## src/rtl/sa_pkg.sv

```systemverilog
// Shared types and length helpers for the systolic-array sequencer.
package sa_pkg;

    // Sequencer phases for one job.
    typedef enum logic [2:0] {
        SA_IDLE    = 3'd0,
        SA_LOAD_W  = 3'd1,
        SA_COMPUTE = 3'd2,
        SA_DRAIN   = 3'd3,
        SA_DONE    = 3'd4
    } sa_ctrl_state_e;

    // Default array geometry; modules recompute lengths from their own parameters.
    localparam int SA_ROWS   = 4;
    localparam int SA_COLS   = 4;
    localparam int SA_RD_LAT = 1;

    // Weight preload: ROWS read cycles plus the buffer read latency.
    function automatic int sa_load_len(input int rows, input int rd_lat);
        return rows + rd_lat;
    endfunction

    // Drain: time for the last read to reach the bottom row of the last column.
    function automatic int sa_drain_len(input int rows, input int cols, input int rd_lat);
        return rd_lat + rows + cols - 1;
    endfunction

    localparam int SA_LOAD_LEN  = sa_load_len(SA_ROWS, SA_RD_LAT);
    localparam int SA_DRAIN_LEN = sa_drain_len(SA_ROWS, SA_COLS, SA_RD_LAT);

endpackage

```

## src/rtl/sa_vld_pipe.sv

```systemverilog
// Delay line turning the activation read strobe into per-column output-valid strobes.
module sa_vld_pipe
    import sa_pkg::*;
#(
    parameter int ROWS   = 4,
    parameter int COLS   = 4,
    parameter int RD_LAT = 1
) (
    input  logic            clk,
    input  logic            rst_n,
    input  logic            i_strobe,
    output logic [COLS-1:0] o_col_vld
);

    // Longest tap is RD_LAT+ROWS+COLS-1 cycles, i.e. the drain length.
    localparam int DEPTH = sa_drain_len(ROWS, COLS, RD_LAT);

    logic [DEPTH-1:0] r_sr;

    // Shift the read strobe; bit i holds the strobe delayed by i+1 cycles.
    always_ff @(posedge clk or negedge rst_n) begin
        if (!rst_n) begin
            r_sr <= '0;
        end else begin
            r_sr <= {r_sr[DEPTH-2:0], i_strobe};
        end
    end

    // Column c sees its psum RD_LAT+ROWS+c cycles after the read.
    generate
        for (genvar gi = 0; gi < COLS; gi++) begin : g_tap
            assign o_col_vld[gi] = r_sr[RD_LAT + ROWS + gi - 1];
        end
    endgenerate

endmodule

```

## src/rtl/sa_ctrl.sv

```systemverilog
// Job sequencer for the weight-stationary systolic array: preload, compute, drain, done.
module sa_ctrl
    import sa_pkg::*;
#(
    parameter int ROWS   = 4,
    parameter int COLS   = 4,
    parameter int RD_LAT = 1,
    parameter int CNT_W  = 8,
    parameter int ADDR_W = 10
) (
    input  logic              clk,
    input  logic              rst_n,
    input  logic              i_start,
    input  logic              i_skip_wload,
    input  logic [CNT_W-1:0]  i_num_act,
    input  logic [ADDR_W-1:0] i_wgt_base,
    input  logic [ADDR_W-1:0] i_act_base,
    output logic              o_busy,
    output logic              o_done,
    output logic              o_mode,
    output logic              o_wgt_rd_en,
    output logic [ADDR_W-1:0] o_wgt_rd_addr,
    output logic              o_act_rd_en,
    output logic [ADDR_W-1:0] o_act_rd_addr,
    output logic [COLS-1:0]   o_col_vld
);

    localparam int LOAD_LEN  = sa_load_len(ROWS, RD_LAT);
    localparam int DRAIN_LEN = sa_drain_len(ROWS, COLS, RD_LAT);
    localparam int CW        = $clog2(RD_LAT + ROWS + COLS);

    localparam logic [CW-1:0]     LOAD_LAST  = CW'(LOAD_LEN - 1);
    localparam logic [CW-1:0]     DRAIN_LAST = CW'(DRAIN_LEN - 1);
    localparam logic [CW-1:0]     ROWS_C     = CW'(ROWS);
    localparam logic [ADDR_W-1:0] WGT_TOP    = ADDR_W'(ROWS - 1);

    sa_ctrl_state_e    r_state, w_state_next;
    logic [CW-1:0]     r_cnt, w_cnt_next;
    logic [CNT_W-1:0]  r_vcnt, w_vcnt_next;
    logic [CNT_W-1:0]  r_num_act, w_num_act_next;
    logic [ADDR_W-1:0] r_wgt_base, w_wgt_base_next;
    logic [ADDR_W-1:0] r_act_base, w_act_base_next;

    logic              r_busy, w_busy_next;
    logic              r_done, w_done_next;
    logic              r_mode, w_mode_next;
    logic              r_wgt_rd_en, w_wgt_rd_en_next;
    logic [ADDR_W-1:0] r_wgt_rd_addr, w_wgt_rd_addr_next;
    logic              r_act_rd_en, w_act_rd_en_next;
    logic [ADDR_W-1:0] r_act_rd_addr, w_act_rd_addr_next;

    // Next-state, counters, config latch, and the output values for the coming cycle.
    always_comb begin
        w_state_next    = r_state;
        w_cnt_next      = r_cnt;
        w_vcnt_next     = r_vcnt;
        w_num_act_next  = r_num_act;
        w_wgt_base_next = r_wgt_base;
        w_act_base_next = r_act_base;

        case (r_state)
            SA_IDLE: begin
                if (i_start) begin
                    w_num_act_next  = i_num_act;
                    w_wgt_base_next = i_wgt_base;
                    w_act_base_next = i_act_base;
                    w_cnt_next      = '0;
                    w_vcnt_next     = '0;
                    if (!i_skip_wload) begin
                        w_state_next = SA_LOAD_W;
                    end else if (i_num_act == '0) begin
                        w_state_next = SA_DONE;
                    end else begin
                        w_state_next = SA_COMPUTE;
                    end
                end
            end
            SA_LOAD_W: begin
                if (r_cnt == LOAD_LAST) begin
                    w_cnt_next   = '0;
                    w_state_next = (r_num_act == '0) ? SA_DONE : SA_COMPUTE;
                end else begin
                    w_cnt_next = r_cnt + 1'b1;
                end
            end
            SA_COMPUTE: begin
                // Counter stops at M-1, so M = 2^CNT_W-1 never wraps.
                if (r_vcnt == r_num_act - CNT_W'(1)) begin
                    w_cnt_next   = '0;
                    w_state_next = SA_DRAIN;
                end else begin
                    w_vcnt_next = r_vcnt + 1'b1;
                end
            end
            SA_DRAIN: begin
                if (r_cnt == DRAIN_LAST) begin
                    w_cnt_next   = '0;
                    w_state_next = SA_DONE;
                end else begin
                    w_cnt_next = r_cnt + 1'b1;
                end
            end
            SA_DONE: begin
                w_state_next = SA_IDLE;
            end
            default: begin
                w_state_next = SA_IDLE;
            end
        endcase

        // Outputs are registered, so derive them from the state being entered.
        w_busy_next        = (w_state_next != SA_IDLE);
        w_done_next        = (w_state_next == SA_DONE);
        w_mode_next        = (w_state_next == SA_COMPUTE) || (w_state_next == SA_DRAIN);
        w_wgt_rd_en_next   = (w_state_next == SA_LOAD_W) && (w_cnt_next < ROWS_C);
        w_wgt_rd_addr_next = w_wgt_base_next + WGT_TOP - ADDR_W'(w_cnt_next);
        w_act_rd_en_next   = (w_state_next == SA_COMPUTE);
        w_act_rd_addr_next = w_act_base_next + ADDR_W'(w_vcnt_next);
    end

    // State, counters, latched config and registered outputs; reset aborts any job.
    always_ff @(posedge clk or negedge rst_n) begin
        if (!rst_n) begin
            r_state       <= SA_IDLE;
            r_cnt         <= '0;
            r_vcnt        <= '0;
            r_num_act     <= '0;
            r_wgt_base    <= '0;
            r_act_base    <= '0;
            r_busy        <= 1'b0;
            r_done        <= 1'b0;
            r_mode        <= 1'b0;
            r_wgt_rd_en   <= 1'b0;
            r_wgt_rd_addr <= '0;
            r_act_rd_en   <= 1'b0;
            r_act_rd_addr <= '0;
        end else begin
            r_state       <= w_state_next;
            r_cnt         <= w_cnt_next;
            r_vcnt        <= w_vcnt_next;
            r_num_act     <= w_num_act_next;
            r_wgt_base    <= w_wgt_base_next;
            r_act_base    <= w_act_base_next;
            r_busy        <= w_busy_next;
            r_done        <= w_done_next;
            r_mode        <= w_mode_next;
            r_wgt_rd_en   <= w_wgt_rd_en_next;
            r_wgt_rd_addr <= w_wgt_rd_addr_next;
            r_act_rd_en   <= w_act_rd_en_next;
            r_act_rd_addr <= w_act_rd_addr_next;
        end
    end

    assign o_busy        = r_busy;
    assign o_done        = r_done;
    assign o_mode        = r_mode;
    assign o_wgt_rd_en   = r_wgt_rd_en;
    assign o_wgt_rd_addr = r_wgt_rd_addr;
    assign o_act_rd_en   = r_act_rd_en;
    assign o_act_rd_addr = r_act_rd_addr;

    sa_vld_pipe #(
        .ROWS   (ROWS),
        .COLS   (COLS),
        .RD_LAT (RD_LAT)
    ) u_vld_pipe (
        .clk       (clk),
        .rst_n     (rst_n),
        .i_strobe  (r_act_rd_en),
        .o_col_vld (o_col_vld)
    );

endmodule

```

## config.mk

```make
export PLATFORM = sky130hd
export DESIGN_NAME = sa_ctrl
export DESIGN_NICKNAME = d
export VERILOG_FILES = /design/src/rtl/sa_pkg.sv /design/src/rtl/sa_vld_pipe.sv /design/src/rtl/sa_ctrl.sv
export SDC_FILE = /design/constraint.sdc
export NUM_CORES = 1
export LEC_CHECK = 0
export BUFFER_PORTS_ARGS = -buffer_cell sky130_fd_sc_hd__buf_2
export CAP_MARGIN = 25
export CORE_ASPECT_RATIO = 1.25
export CORE_MARGIN = 2
export CORE_UTILIZATION = 45
export CTS_BUF_LIST = sky130_fd_sc_hd__clkbuf_4 sky130_fd_sc_hd__clkbuf_8
export DETAILED_ROUTE_END_ITERATION = 12
export HOLD_SLACK_MARGIN = 0.12
export PLACE_DENSITY = 0.66
export SYNTH_ARGS = -nofsm -noshare
export SYNTH_HDL_FRONTEND = slang
export SYNTH_SLANG_ARGS = --single-unit
```

## constraint.sdc

```tcl
create_clock -name clk -period 8.6 [get_ports clk]
set_input_delay 1.29 -clock clk [delete_from_list [all_inputs] [get_ports clk]]
set_output_delay 1.29 -clock clk [all_outputs]
set_load 0.02 [all_outputs]
```

==> out/summary.txt, run 1 <==
Num rows: 37
Max Clock Skew: 6.09 ps
Total power: 1.80 mW
Status: completed
RSZ-0062 raised after global routing: false
Critical Path RT: 8840 ps
DR iter-0 viols: 136
# fillers: 757
Vias per inst: 5.40
CTS tree: built
Final WL: 7750 um
CTS buffer count: 9
DIE HEIGHT: 106 um
Die area: 9130 um2
Clock share of power: 14.7%
First-pass GRT wire length: 13,200 um
P per Cell Area: 414 nW/um2
Vias in the first global route: 2,874
# clock sinks: 76
Placed cell count: 509
Die width: 85.9 um
FMAX: 218 MHz
Tcrit/Tclk final: 53.3%
Fin crit period: 4580 ps
Wire length per cell: 14.7 um
Sequential power share: 34.6%
IR drop worst, VDD: 0.256 mV
Startpoint types: flip-flop
Antenna cells: 0
Setup TNS: 0 ps
Switch Pwr: 0.773 mW
CP dominant cell by count: ha_1
Net Sw Frac: 42.9%
ANT nets after route: 0
WP buf/inv: 1
Dominant cells by area after synthesis: dfrtp_1 50%, ha_1 8.3%, nand2_1 7.1%
Clk slew on worst S/H paths: 80 ps
Post-cts sizing count: 0
Syn. warnings: 0
Worst-Margin Slew: 1010 ps
Hold WS: 354 ps
Post-CTS Setup Inserts: 0
Placer Congestion: 0.820
CTS root buf: clkbuf_8
Hold Fails Final Rpt: 0
Clk_lat worst skew: 360 ps
Post-DP HPWL: 5560 um
Post-route insts no fill: 526
Hold-fix buffers, CTS: 0
Netlist cell types: 51
GRT Total Usage: 18.7%
Clock Path Buffers: 2
Setup violators final: 0
Area leader, netlist: dfrtp_1
Flop2flop setup slack: 4020 ps
CP max-delay cell: a211o_1
Crit path largest cell delay: 470 ps
Synth-to-layout area growth: 15.2%
Max-slew violations: 0
Io pins: 61
Comb power frac: 50.7%
Vias: 2,838
Initial core utilization: 46.0%
Synth Instances: 365
Post-Syn Area: 3770 um2
# DRC: 0
Largest net degree at the start of global routing: 77
Remaining Overflow, GRT: 0
Post-route setup slack: 4020 ps
Worst-path cell chain: inv_1, ha_1, nor3b_1, xnor2_1, nor4_1, nand3_2, a211o_1, a22oi_1, ha_1, ha_1, fa_1, a21o_1, a21oi_1, o21bai_1, a21oi_1, o21ai_0, xnor2_1
Arrival time worst endpoint: 4830 ps
Top-area cell type share of the netlist area: 50.5%
Slew HR: 31.9%
Max-Cap Viols: 0
Post-synthesis sequential area ratio: 50.5%
Critical Path End Type: flip-flop
Static leakage: 2.26 nW
Port buffer count: 60
Main synth FF type: dfrtp_1
Mean post-synth cell area: 10.3 um2
Family with the most delay on the worst path: compound AO/OA/AOI/OAI gates
Seq cells post-synth: 76
Setup Crit Path Kind: reg2reg
EDFF count, synth: 0
Pre-CTS WS: 3980 ps
Core Area: 8190 um2
Async set or reset register ratio after synthesis: 100%
H-tree depth: 3
Share of cells above drive strength 1: 19.3%
Synth Net Count: 424
Tightest Hold Check Type: reg2reg
Initial antenna violation count: 0
Fin nets: 483
DRT Pass-1 Iters: 6
CP Max Fanout: 15
Internal Dissipation: 1.03 mW
## cells in the mapped netlist, types with 2 or more instances
master and number:
buf_4 4, mux2i_1 10, a31oi_1 6, nor4_1 3, xnor2_1 15, nor2b_1 4, a22oi_1 2, o21bai_1 4
ha_1 25, o32ai_1 2, clkbuf_1 7, nand3_1 6, o31ai_1 2, o211ai_1 2, nor3_1 5, nand2_1 71
o21ai_1 2, a211o_1 2, o21ai_0 10, a21oi_1 21, fa_1 2, nor2_1 8, a21o_1 9, inv_1 21
xor2_1 10, dfrtp_1 76, o21a_1 3, nand4_1 2, and3_1 9
## state kept, by name, summed over array words and instances, names as in the netlist
register and count:
r_cnt 4, r_vcnt 8, o_act_rd_addr 10, r_num_act 8
o_wgt_rd_addr 10, o_act_rd_en 1, r_act_base 10, r_wgt_base 10
r_state 3, o_done 1, o_busy 1, u_vld_pipe.r_sr 8
o_mode 1, o_wgt_rd_en 1
## worst paths after layout
| kind | startpoint | to | cells past startpoint |
|---|---|---|---|
| max in group asynchronous | rst_n | o_wgt_rd_addr[0] | 2 |
| min reg2reg | u_vld_pipe.r_sr[2] | u_vld_pipe.r_sr[3] | 0 |
| max reg2reg | r_num_act[0] | o_wgt_rd_addr[9] | 17 |
| min | u_vld_pipe.r_sr[2] | u_vld_pipe.r_sr[3] | 0 |
| min in group asynchronous | rst_n | o_act_rd_addr[6] | 1 |
| max | r_num_act[0] | o_wgt_rd_addr[9] | 17 |
## area by class of cell
class,instances,area [um2],area share [%]
Clock buffer,9,124,2.85
Clock inverter,7,67.6,1.56
Inverter,21,78.8,1.82
Multi-Input combinational cell,254,1710,39.4
Sequential cell,76,1900,43.8
Tap cell,97,121,2.79
Timing Repair Buffer,62,338,7.78
## power groups by stage
stage / clock, mW / sequential, mW / combinational, mW
after detailed placement: 0 / 0.626 / 0.919
after global routing: 0.290 / 0.640 / 1.04
after CTS: 0.274 / 0.622 / 0.923
after floorplan: 0 / 0.656 / 0.662
final: 0.264 / 0.623 / 0.913
after global placement: 0 / 0.622 / 0.888
## metal layers
| layer | share of wire, % | GRT usage, % | vias to the layer above |
|---|---|---|---|
| met2 | 51 | 31.5 | 71 |
| met4 | 2.1 | 8.16 | 0 |
| met1 | 41 | 21.8 | 1375 |
| met3 | 5.3 | 5.51 | 13 |
| met5 | 0 | 0 | - |
| li1 | - | - | 1379 |
## metrics by stage
stage          cell area, um2  util (%)
2_1_floorplan            3770         -
3_3_place_gp             4120      50.3
3_5_place_dp             4120      50.3
4_1_cts                  4320      52.7
5_1_grt                  4340      53.0
6_report                 4340      53.0
## cells in the final DEF, fill, tap and decap left out, types with 2 or more instances in the layout
cell	synthesis	final
clkinv_2	0	3
a31oi_1	6	6
clkinvlp_4	0	3
a21o_1	9	9
o31ai_1	2	2
xnor2_1	15	15
buf_2	1	59
o21a_1	3	3
nor3_1	5	5
o32ai_1	2	2
ha_1	25	25
xor2_1	10	10
clkbuf_8	0	9
mux2i_1	10	10
o21ai_0	10	10
and3_1	9	9
nand4_1	2	2
nand2_1	71	71
o21ai_1	2	2
a211o_1	2	2
nor2b_1	4	4
fa_1	2	2
o211ai_1	2	2
inv_1	21	21
a21oi_1	21	21
buf_4	4	2
nand3_1	6	6
dfrtp_1	76	76
nor4_1	3	3
nor2_1	8	8
a22oi_1	2	2
o21bai_1	4	4
## logic make-up after synthesis
logic type	Yosys count	synth area share, %
AOI/OAI and AO/OA	75	13.0
xor gates and xnor gates	25	5.81
adders and majority gates	27	9.36
buffers and inverters	35	4.12
DFF	76	50.5
muxes	11	2.95
and+or+nand+nor	116	14.2
(Power assumes the default switching activity.)
==> inputs of run 2 (changes only) <==
clock period = 4.81 ns   (was 8.6 ns; I/O delays follow)
==> run 2 against run 1 <==
  * Critical path depth unchanged
  * Global-route usage increased by 0.40 points
  * Core utilization decreased by 0.11 points
  * Final area decreased by 0.20%
  * Cell count increased by 0.19%
  * Die area unchanged
  * Sequential share of layout area increased by 0.089 points
  * Hold slack got worse by 130 ps
  * Critical endpoint unchanged
  * Largest cell class unchanged
  * Highest routed layer unchanged
==> out/summary.txt, run 2 (synthesis results as in run 1) <==
Largest net degree at the start of global routing: 77
Setup Crit Path Kind: reg2reg
Arrival time worst endpoint: 4480 ps
Remaining Overflow, GRT: 0
Placer Congestion: 0.841
Status: completed
DR iter-0 viols: 182
# fillers: 728
H-tree depth: 3
Critical Path End Type: flip-flop
IR drop worst, VDD: 0.476 mV
Static leakage: 2.28 nW
Footprint of the multi-input gates: 1710 um2
Most frequent cells in the layout: 76 x dfrtp_1, 71 x nand2_1, 59 x buf_2, 25 x ha_1
Comb power frac: 52.1%
Setup TNS: 0 ps
Wire length per cell: 14.5 um
Switch Pwr: 1.35 mW
Die width: 85.9 um
Vias: 2,802
FF-to-FF Start: r_num_act[0]
Antenna cells: 0
Internal Dissipation: 1.81 mW
Post-CTS Setup Inserts: 0
Hold-fix buffers, CTS: 0
Crit path launch: r_num_act[0]
Max-Cap Viols: 0
Num rows: 37
Clock share of power: 13.1%
CTS root buf: clkbuf_8
CP Max Fanout: 7
First-pass GRT wire length: 13,600 um
P per Cell Area: 731 nW/um2
Net Sw Frac: 42.7%
Fin nets: 486
DIE HEIGHT: 106 um
Clk_lat worst skew: 340 ps
Setup violators final: 0
Flop2flop setup slack: 550 ps
Critical Path RT: 5030 ps
Hold Fails Final Rpt: 0
Worst setup endpoint: o_wgt_rd_addr[9]
Fin util: 52.9%
Tightest Hold Check Type: in2async
Register area: 1900 um2
Max Clock Skew: 8.13 ps
Share of cells above drive strength 1: 19.5%
Vias in the first global route: 3,020
Worst-Margin Slew: 574 ps
# clock sinks: 76
Sequential power share: 34.8%
RR Endpoint: o_wgt_rd_addr[9]
Slew HR: 61.8%
Most common cell after layout, fill and taps aside: dfrtp_1
FMAX: 235 MHz
Fin crit period: 4260 ps
Port buffer count: 60
Clock Path Buffers: 2
# DRC: 0
Reg2Reg Depth: 17
Synth-to-layout area growth: 15.0%
Post-cts sizing count: 0
CTS tree: built
ANT nets after route: 0
Startpoint types: flip-flop
Initial core utilization: 46.0%
DRT Pass-1 Iters: 6
Clk slew on worst S/H paths: 70 ps
Vias per inst: 5.32
Io pins: 61
Post-DP HPWL: 5640 um
Core Area: 8190 um2
Initial antenna violation count: 0
CTS buffer count: 9
Final WL: 7650 um
Die area: 9130 um2
RSZ-0062 raised after global routing: false
Tcrit/Tclk final: 88.5%
Max-slew violations: 0
GRT Total Usage: 19.1%
run 2: cell count changes in the layout (fill, tap and decap cells not counted):
cell,before,now
buf_4,2,5
clkinvlp_4,3,0
bufinv_16,1,0
clkbuf_4,0,1
clkbuf_8,9,10
run 2: through the flow:
| step | total power, mW | hold slack (ps) | setup slack (ps) | instances | instance area [um2] |
|---|---|---|---|---|---|
| final | 3.17 | 223 | 554 | 527 | 4330 |
| after CTS | 3.21 | 354 | 536 | 526 | 4310 |
| after global placement | 2.73 | 332 | 645 | 512 | 4150 |
| after global routing | 3.48 | 205 | 191 | 527 | 4330 |
| after floorplan | 2.36 | 331 | 833 | 365 | 3770 |
| after detailed placement | 2.77 | 336 | 540 | 512 | 4150 |
run 2: worst min path at each step:
stage | cells after the start | endpoint | slack [ps]
after global placement | 0 | u_vld_pipe.r_sr[2] | 330
after CTS | 0 | u_vld_pipe.r_sr[1] | 350
after detailed placement | 0 | u_vld_pipe.r_sr[1] | 340
after floorplan | 0 | u_vld_pipe.r_sr[1] | 330
after global routing | 1 | o_act_rd_addr[2] | 200
final | 1 | o_act_rd_addr[2] | 220
run 2: metal layers:
layer,track usage [%],share of wire [%],up-vias
li1,-,-,1383
met1,21.9,41,1351
met2,32.6,52,58
met3,5.67,4.5,10
met4,8.50,1.9,0
met5,0,0,-
run 2: layout make-up:
cell class                 instances  area share [%]
clock buffer                      11            3.35
inverter                          21            1.82
multi-input combinational        254            39.5
sequential                        76            43.9
timing repair buffer              65            8.31
tap                               97            2.80
clock inverter                     3           0.346
run 2: power groups by stage:
| stage | Combinational, mW | Sequential (mW) | Clock [mW] |
|---|---|---|---|
| floorplan | 1.18 | 1.17 | 0 |
| global placement | 1.62 | 1.11 | 0 |
| detailed placement | 1.66 | 1.11 | 0 |
| CTS | 1.67 | 1.11 | 0.433 |
| global route | 1.88 | 1.14 | 0.460 |
| finish | 1.65 | 1.10 | 0.416 |
run 2: worst max-delay path, cell delays in order, from the launching register on:
cell	delay, ps
dfrtp_1	450
inv_1	120
ha_1	190
nor3b_1	230
xnor2_1	90
nor4_1	440
nand3_2	120
a211o_1	420
a22oi_1	180
ha_1	260
ha_1	230
fa_1	400
a21o_1	170
a21oi_1	240
o21bai_1	100
a21oi_1	210
o21ai_0	140
xnor2_1	140
==> inputs of run 3 (changes only) <==
PLACE_DENSITY = 0.69   (was 0.66)
==> run 3 against run 2 <==
  * The flow now finishes with violations (design-rule violations)
  * Sequential share of layout area fell by 0.65 points
  * Clock skew rose by 2.1 ps
  * Critical path depth did not move
  * Power rose by 4.0%
  * Die area did not move
  * Critical path type unchanged
  * Largest cell class unchanged
  * Largest power group unchanged
==> out/summary.txt, run 3 (synthesis results as in run 1) <==
CTS root buf: clkbuf_8
Post-route cell area: 4400 um2
Io pins: 61
FMAX: 237 MHz
Post-cts sizing count: 0
Initial antenna violation count: 0
Clk_lat worst skew: 350 ps
Vias per inst: 5.28
Post-DP HPWL: 5700 um
Vias: 2,794
Max-slew violations: 0
Synth-to-layout area growth: 16.7%
Startpoint types: flip-flop
H-tree depth: 3
Crit path largest cell delay: 450 ps
DIE HEIGHT: 106 um
Hold-fix buffers, CTS: 0
CP dominant cell by count: ha_1
DR iter-0 viols: 143
Final WL: 7720 um
Failing checks: design-rule violations
Most frequent cells in the layout: 76 x dfrtp_1, 71 x nand2_1, 59 x buf_2, 25 x ha_1
Flop2flop setup slack: 590 ps
Clock Path Buffers: 2
Setup violators final: 0
Max Clock Skew: 10.2 ps
RSZ-0062 raised after global routing: false
CTS tree: built
Static leakage: 2.30 nW
Vias in the first global route: 2,944
WP buf/inv: 1
# fillers: 726
CP max-delay cell: dfrtp_1
Wire length per cell: 14.6 um
Antenna cells: 0
Core Area: 8190 um2
Placer Congestion: 0.838
Fin util: 53.7%
Num rows: 37
ANT nets after route: 0
# DRC: 3
Most common cell after layout, fill and taps aside: dfrtp_1
Critical Path RT: 5040 ps
Worst-path cell chain: inv_1, ha_1, nor3b_1, xnor2_1, nor4_1, nand3_2, a211o_1, a22oi_1, ha_1, ha_1, fa_1, a21o_1, a21oi_1, o21bai_1, a21oi_1, o21ai_0, xnor2_1
Slew HR: 55.7%
Critical Path End Type: flip-flop
GRT Total Usage: 18.5%
Hold Fails Final Rpt: 0
Fin nets: 486
Remaining Overflow, GRT: 0
P per Cell Area: 749 nW/um2
CP Max Fanout: 7
Fin crit period: 4220 ps
Family with the most delay on the worst path: compound AO/OA/AOI/OAI gates
Post-CTS Setup Inserts: 0
Tcrit/Tclk final: 87.7%
Setup TNS: 0 ps
Largest net degree at the start of global routing: 77
Tightest Hold Check Type: reg2reg
# clock sinks: 76
DRT Pass-1 Iters: 11
IR drop worst, VDD: 0.432 mV
Worst-Margin Slew: 664 ps
Initial core utilization: 46.0%
CTS buffer count: 9
Die width: 85.9 um
Status: complete, but fails checks
Port buffer count: 60
Setup Crit Path Kind: reg2reg
First-pass GRT wire length: 13,200 um
Max-Cap Viols: 0
Clk slew on worst S/H paths: 80 ps
Arrival time worst endpoint: 4450 ps
Share of cells above drive strength 1: 19.9%
Post-DP Area: 4150 um2
Die area: 9130 um2
[run 3: worst register-to-register path, cell delays in order, from the launching register on]
cell      delay, ps
dfrtp_1         450
inv_1           120
ha_1            190
nor3b_1         230
xnor2_1          90
nor4_1          400
nand3_2         130
a211o_1         410
a22oi_1         180
ha_1            260
ha_1            230
fa_1            410
a21o_1          170
a21oi_1         210
o21bai_1        100
a21oi_1         220
o21ai_0         150
xnor2_1         140
[run 3: area by class of cell]
type	instances	area, um2	area share, %
well taps	97	121	2.76
clock inverters	6	87.6	1.99
repair buffers	65	360	8.19
clock buffers	10	138	3.13
multi-input cells	254	1710	38.9
flip-flops and latches	76	1900	43.2
inverters	21	78.8	1.79
[run 3: per-stage QoR]
stage / hold WS, ps / instances / power [mW] / setup WS (ps)
floorplan: 331 / 365 / 2.36 / 833
global placement: 334 / 512 / 2.74 / 614
detailed placement: 336 / 512 / 2.78 / 531
CTS: 355 / 528 / 3.33 / 532
global route: 364 / 529 / 3.59 / 122
finish: 352 / 529 / 3.29 / 590
[run 3: final timing paths]
kind,from,cells past startpoint,to
min reg2reg,u_vld_pipe.r_sr[0],0,u_vld_pipe.r_sr[1]
max in group asynchronous,rst_n,2,r_cnt[3]
min in group asynchronous,rst_n,2,r_act_base[0]
max,r_num_act[0],17,o_wgt_rd_addr[9]
min,u_vld_pipe.r_sr[0],0,u_vld_pipe.r_sr[1]
max reg2reg,r_num_act[0],17,o_wgt_rd_addr[9]
[run 3: per-layer routing]
| layer | vias to the layer above | part of all wire (%) | track usage (%) |
|---|---|---|---|
| met5 | - | 0 | 0 |
| met4 | 0 | 0.96 | 8.96 |
| met3 | 4 | 4.6 | 4.74 |
| met2 | 46 | 53 | 31.4 |
| met1 | 1366 | 42 | 21.7 |
| li1 | 1378 | - | - |
[run 3: power breakdown]
part | switching, mW | internal, mW | total, mW
registers | 0.181 | 0.929 | 1.11
clock network | 0.234 | 0.306 | 0.540
logic | 0.958 | 0.684 | 1.64
total | 1.37 | 1.92 | 3.29
